File: src/rtl/sad_buf_fill_sched.sv
// Shared fill scheduler: round-robin grants the single data-memory read port to
// one core at a time and streams a full row into that core's SAD line buffer.
module sad_buf_fill_sched #(
  parameter int NCORES    = 4,
  parameter int ROW_WORDS = 16,
  parameter int IDX_W     = 4,
  parameter int CORE_W    = 2
) (
  input  logic                   Clk,
  input  logic                   Rst_n,
  input  logic [NCORES-1:0]      req,
  input  logic [32*NCORES-1:0]   req_addr,
  input  logic [NCORES-1:0]      flush,
  output logic                   mem_rd_en,
  output logic [31:0]            mem_addr,
  input  logic [31:0]            mem_rd_data,
  input  logic                   mem_rd_valid,
  output logic [NCORES-1:0]      buf_wr_en,
  output logic [IDX_W-1:0]       buf_wr_idx,
  output logic [31:0]            buf_wr_data,
  output logic [NCORES-1:0]      buf_full,
  output logic [CORE_W-1:0]      owner,
  output logic                   busy
);

  localparam logic [1:0] S_IDLE  = 2'd0;
  localparam logic [1:0] S_ARB   = 2'd1;
  localparam logic [1:0] S_ISSUE = 2'd2;
  localparam logic [1:0] S_DRAIN = 2'd3;

  localparam logic [IDX_W:0]   ROW_CNT  = (IDX_W+1)'(ROW_WORDS);
  localparam logic [IDX_W-1:0] LAST_IDX = IDX_W'(ROW_WORDS - 1);

  logic [1:0]        r_state;
  logic [CORE_W-1:0] r_owner;
  logic [CORE_W-1:0] r_rr_ptr;
  logic [31:0]       r_base;
  logic [IDX_W-1:0]  r_issue_cnt;
  logic [IDX_W:0]    r_acc_cnt;
  logic [IDX_W-1:0]  r_ret_cnt;
  logic              r_pend;
  logic [31:0]       r_data;
  logic [NCORES-1:0] r_buf_full;

  logic [NCORES-1:0] w_elig;
  logic              w_found;
  logic [CORE_W-1:0] w_pick;
  logic [CORE_W-1:0] w_idx;
  logic              w_active;
  logic              w_accept;
  logic              w_done;

  // First eligible core at or after the round-robin pointer, wrapping.
  always_comb begin
    w_elig  = req & ~r_buf_full;
    w_found = 1'b0;
    w_pick  = '0;
    w_idx   = '0;
    for (int unsigned k = 0; k < NCORES; k++) begin
      w_idx = r_rr_ptr + CORE_W'(k);
      if (!w_found && w_elig[w_idx]) begin
        w_found = 1'b1;
        w_pick  = w_idx;
      end
    end
  end

  assign w_active = (r_state == S_ISSUE) || (r_state == S_DRAIN);
  assign w_accept = w_active && mem_rd_valid && (r_acc_cnt < ROW_CNT);
  assign w_done   = (r_state == S_DRAIN) && r_pend && (r_ret_cnt == LAST_IDX);

  always_ff @(posedge Clk or negedge Rst_n) begin
    if (!Rst_n) begin
      r_state     <= S_IDLE;
      r_owner     <= '0;
      r_rr_ptr    <= '0;
      r_base      <= '0;
      r_issue_cnt <= '0;
      r_acc_cnt   <= '0;
      r_ret_cnt   <= '0;
      r_pend      <= 1'b0;
      r_data      <= '0;
      r_buf_full  <= '0;
    end else begin
      r_pend <= w_accept;
      if (w_accept) begin
        r_data    <= mem_rd_data;
        r_acc_cnt <= r_acc_cnt + 1'b1;
      end
      if (r_pend) r_ret_cnt <= r_ret_cnt + 1'b1;

      case (r_state)
        S_IDLE: if (|w_elig) r_state <= S_ARB;
        S_ARB: begin
          if (w_found) begin
            r_owner     <= w_pick;
            r_base      <= req_addr[32*w_pick +: 32];
            r_issue_cnt <= '0;
            r_acc_cnt   <= '0;
            r_ret_cnt   <= '0;
            r_state     <= S_ISSUE;
          end else begin
            r_state <= S_IDLE;
          end
        end
        S_ISSUE: begin
          r_issue_cnt <= r_issue_cnt + 1'b1;
          if (r_issue_cnt == LAST_IDX) r_state <= S_DRAIN;
        end
        S_DRAIN: begin
          if (w_done) begin
            r_state  <= S_IDLE;
            r_rr_ptr <= r_owner + 1'b1;
          end
        end
        default: r_state <= S_IDLE;
      endcase

      // Completion set takes priority; the owner's flag is protected for the whole fill.
      for (int unsigned i = 0; i < NCORES; i++) begin
        if (w_done && (r_owner == CORE_W'(i)))
          r_buf_full[i] <= 1'b1;
        else if (flush[i] && !(w_active && (r_owner == CORE_W'(i))))
          r_buf_full[i] <= 1'b0;
      end
    end
  end

  assign mem_rd_en   = (r_state == S_ISSUE);
  assign mem_addr    = (r_state == S_ISSUE) ?
                       r_base + {{(30-IDX_W){1'b0}}, r_issue_cnt, 2'b00} : '0;
  assign buf_wr_en   = r_pend ? (NCORES'(1) << r_owner) : '0;
  assign buf_wr_idx  = r_ret_cnt;
  assign buf_wr_data = r_data;
  assign buf_full    = r_buf_full;
  assign owner       = r_owner;
  assign busy        = w_active;

endmodule

File: config.mk
export PLATFORM = sky130hd
export DESIGN_NAME = sad_buf_fill_sched
export DESIGN_NICKNAME = d
export VERILOG_FILES = /design/src/rtl/sad_buf_fill_sched.sv
export SDC_FILE = /design/constraint.sdc
export NUM_CORES = 1
export LEC_CHECK = 0
export BUFFER_PORTS_ARGS = -buffer_cell sky130_fd_sc_hd__buf_2
export CAP_MARGIN = 20
export CORE_AREA = 2 2 115 117
export CTS_BUF_LIST = sky130_fd_sc_hd__clkbuf_2
export CTS_CLUSTER_SIZE = 28
export DETAILED_ROUTE_END_ITERATION = 8
export DIE_AREA = 0 0 117 119
export PLACE_DENSITY = 0.83
export SYNTH_ARGS = -nofsm -noshare
export SYNTH_HDL_FRONTEND = slang
export SYNTH_SLANG_ARGS = --single-unit
export TNS_END_PERCENT = 5
File: constraint.sdc
create_clock -name Clk -period 2.3 [get_ports Clk]
set_clock_uncertainty 0.1 [all_clocks]
set_input_delay 0.115 -clock Clk [delete_from_list [all_inputs] [get_ports Clk]]
set_output_delay 0.115 -clock Clk [all_outputs]
set_load 0.02 [all_outputs]
==> run metrics <==
Non-Filler Instances 1200; status finished with violations; latest clock arrival within the worst-skew pair ~0.53 ns; Worst-Margin Slew slightly above 0.5 ns; Final period util 133%; Synth Area in Compound Gates approximately 15%; Post-synth EDFFs 0; Total Die Area around 14000 sq um; antenna violations before repair 3; most frequent cell after synthesis nand2_1; worst r2r dst r_base[23]$_DFFE_PN0P_; mux contribution to synthesized area approximately 12%; Die H 119 microns; Critical Path Max Stage Delay 0.44 ns; PwrDens roughly 1100 nW/um^2; clock slew seen by the registers of the worst setup and hold paths around 0.26 ns; Leak between 4 and 5 nW; Setup CP Type reg -> out; most instantiated cells after synthesis nand2_1 (123), dfrtp_1 (88), mux2i_1 (66); synth top area cells dfrtp_1 (40%), mux2i_1 (12%), nand2_1 (8.5%); worst r2r src buf_full[2]$_DFFE_PN0P_; Total GRT Usage approximately a third; cell depth of the worst setup path 10; Starting Density between 40% and 50%; synthesized area per cell 9.48 sq um; grt ovf 0; Synth area leader dfrtp_1; die width roughly 120 microns; Clock Tree Buf Depth 2; Routed Antenna Nets 0; average wire per standard cell between 15 and 20 microns; Hold Vio Cnt, Final 0; maximum net fanout on the critical path 9; # H-tree levels 3; Rel. slew slack between 60% and 70%; f_max about 330 MHz; Synth warnings 0; Clock Sinks 88; RSZ-0062 raised after global routing yes; failing checks setup timing; Netlist Area Pre-Place around 5500 sq um; Residual DRC 0; post-route minimum period ~3.1 ns; ys async rst share between 90% and 100%; Setup TNS -12.88 ns; critical path's top delay family adder cells; nets between 1000 and 1500; total CTS buffers 9; Pre-antenna DRT Iters 6; Critical Path RT roughly 2.1 ns; via count around 6600; adder-cell share of the synthesized area around 2.9%; drt total wl approximately 23000 microns; CTS Root Buffer Type clkbuf_2; Cells after Synth 576; path depth of the worst reg2reg path 6; drt initial violations 686; ratio of cells with drive above 1 in the final layout between 30% and 40%; pre-CTS WS -0.185 ns; worst setup path startpoint r_base[2]$_DFFE_PN0P_; largest family of logic cells by synthesized area simple AND/OR/NAND/NOR gates; GP Congestion roughly 0.86; Worst path slowest cell dfrtp_1; Arrival @ worst endpoint about 2.8 ns; Final WS setup -0.754 ns; row count between 40 and 50; DR vias/cell approximately 5.5; FF+latch count, synth 88; post-detailed-placement half-perimeter wirelength 12400 microns; CP endpoint kind output pin; XOR/XNOR Fraction of Synth Area around 4%; post-synthesis sequential area ratio 40.3%; WP buf/inv 3; area share of the largest cell type after synthesis between 40% and 50%; Pins Over Slew Limit 0; CTS tree yes; Synth Flop Type dfrtp_1; max_cap viols 0; reg2reg setup slack about 0.08 ns; Synth Area in Simple Gates between 20% and 30%; HP Class in -> reg; io pins 251; syn nets 759; # setup viols final 26; Inst Count DP just over 1000; post-synth cell types between 50 and 60; largest net degree at the start of global routing between 50 and 60; Peak VDD IR ~0.68 mV; IO Port Bufs 250; crit start category flop; first-pass GRT wire length 35000 microns; CP endpoint mem_addr[18]; vias in the first global route slightly below 7000; crit-path cells ha_2, inv_2, fa_2, nor2b_2, o21a_1, buf_4, o211ai_1, xnor2_1, and2_1, buf_2; Core Area about 13000 sq um; Syn-to-layout area delta 68.7%
final cells by class:
class | instances | area (sq um)
timing repair buffer | 467 | 3430
multi-input combinational | 438 | 3190
sequential | 88 | 2200
tap | 176 | 220
antenna | 2 | 5.00
inverter | 14 | 52.6
clock inverter | 6 | 67.6
clock buffer | 9 | 45.0
fill | 796 | 3660
cell usage in the layout, fill, tap and decap left out, drive strengths merged, types with 10 or more instances in the layout:
cell	count
and2	10
ha	11
nand4	10
a221oi	28
nor2	62
mux2i	66
a21oi	13
buf	298
nand3	10
xor2	19
dlygate4sd3	169
inv	16
dfrtp	88
o21ai	13
nand2	123
worst reg2reg max path, delay by kind of cell, from the launching register on:
kind,cells,cell delay [ns]
mux,1,0.13
flops,1,0.48
simple gates,2,0.51
buf+inv,1,0.26
compound gates,2,0.65
per-layer routing:
layer	track usage (%)	vias to the layer above	share of wire (%)
li1	-	2892	-
met1	36.8	3075	36
met2	54.4	522	48
met3	8.65	140	10
met4	17.6	2	5.9
met5	0	-	0.043
sequential cells by signal, summed over array words and instances, names as in the netlist, named ones only:
name,flops
r_rr_ptr,2
r_base,32
buf_full,4
r_state,1
buf_wr_idx,4
buf_wr_data,32
owner,2
r_pend,1
r_acc_cnt,5
r_issue_cnt,4
repair_timing:
| item | 4_1_cts | 5_1_grt |
|---|---|---|
| gates cloned | 0 | 0 |
| hold buffers | 170 | 0 |
| setup endpoints to repair | 28 | 45 |
| resized for setup | 20 | 27 |
| buffers inserted | 3 | 2 |
| pin swaps | 8 | 10 |
| hold endpoints to repair | 159 | 0 |
how the worst min path moves through the flow:
| stage | from | depth (start not counted) | slack, ns | endpoint |
|---|---|---|---|---|
| 6_report | req[3] | 4 | 0.09 | flop |
| 5_1_grt | req[3] | 4 | 0.07 | flop |
| 4_1_cts | req[3] | 4 | 0.01 | flop |
| 3_5_place_dp | Rst_n | 1 | 0.002 | r_base[14]$_DFFE_PN0P_ |
| 3_3_place_gp | Rst_n | 1 | 0.01 | r_base[17]$_DFFE_PN0P_ |
| 2_1_floorplan | Rst_n | 0 | -0.28 | async pin |
report_power, final:
group	leakage, nW	internal, mW	switching [mW]	total (mW)
Sequential	1.07	2.25	0.691	2.95
Clock	0.0648	0.251	0.558	0.809
Combinational	3.44	2.61	3.58	6.20
cells by family (layout without fill, tap and decap cells):
family	after synthesis	after routing
compound gates	84	84
xor+xnor	25	25
fa+ha+maj	12	12
buf+inv	50	496
flops	88	88
mux	67	67
other cells	0	2
simple gates	250	250
per-stage QoR:
step           area [sq um]  hold WS, ns  util, %  power (mW)
2_1_floorplan          5520       -0.281        -        6.31
6_report               9220       0.0888     71.6        9.95
3_5_place_dp           7160      0.00234     55.6        8.17
3_3_place_gp           7160       0.0134     55.6        8.05
4_1_cts                9080       0.0142     70.5        9.40
5_1_grt                9220       0.0665     71.6        10.5
Power figures use the tool's default switching activity.
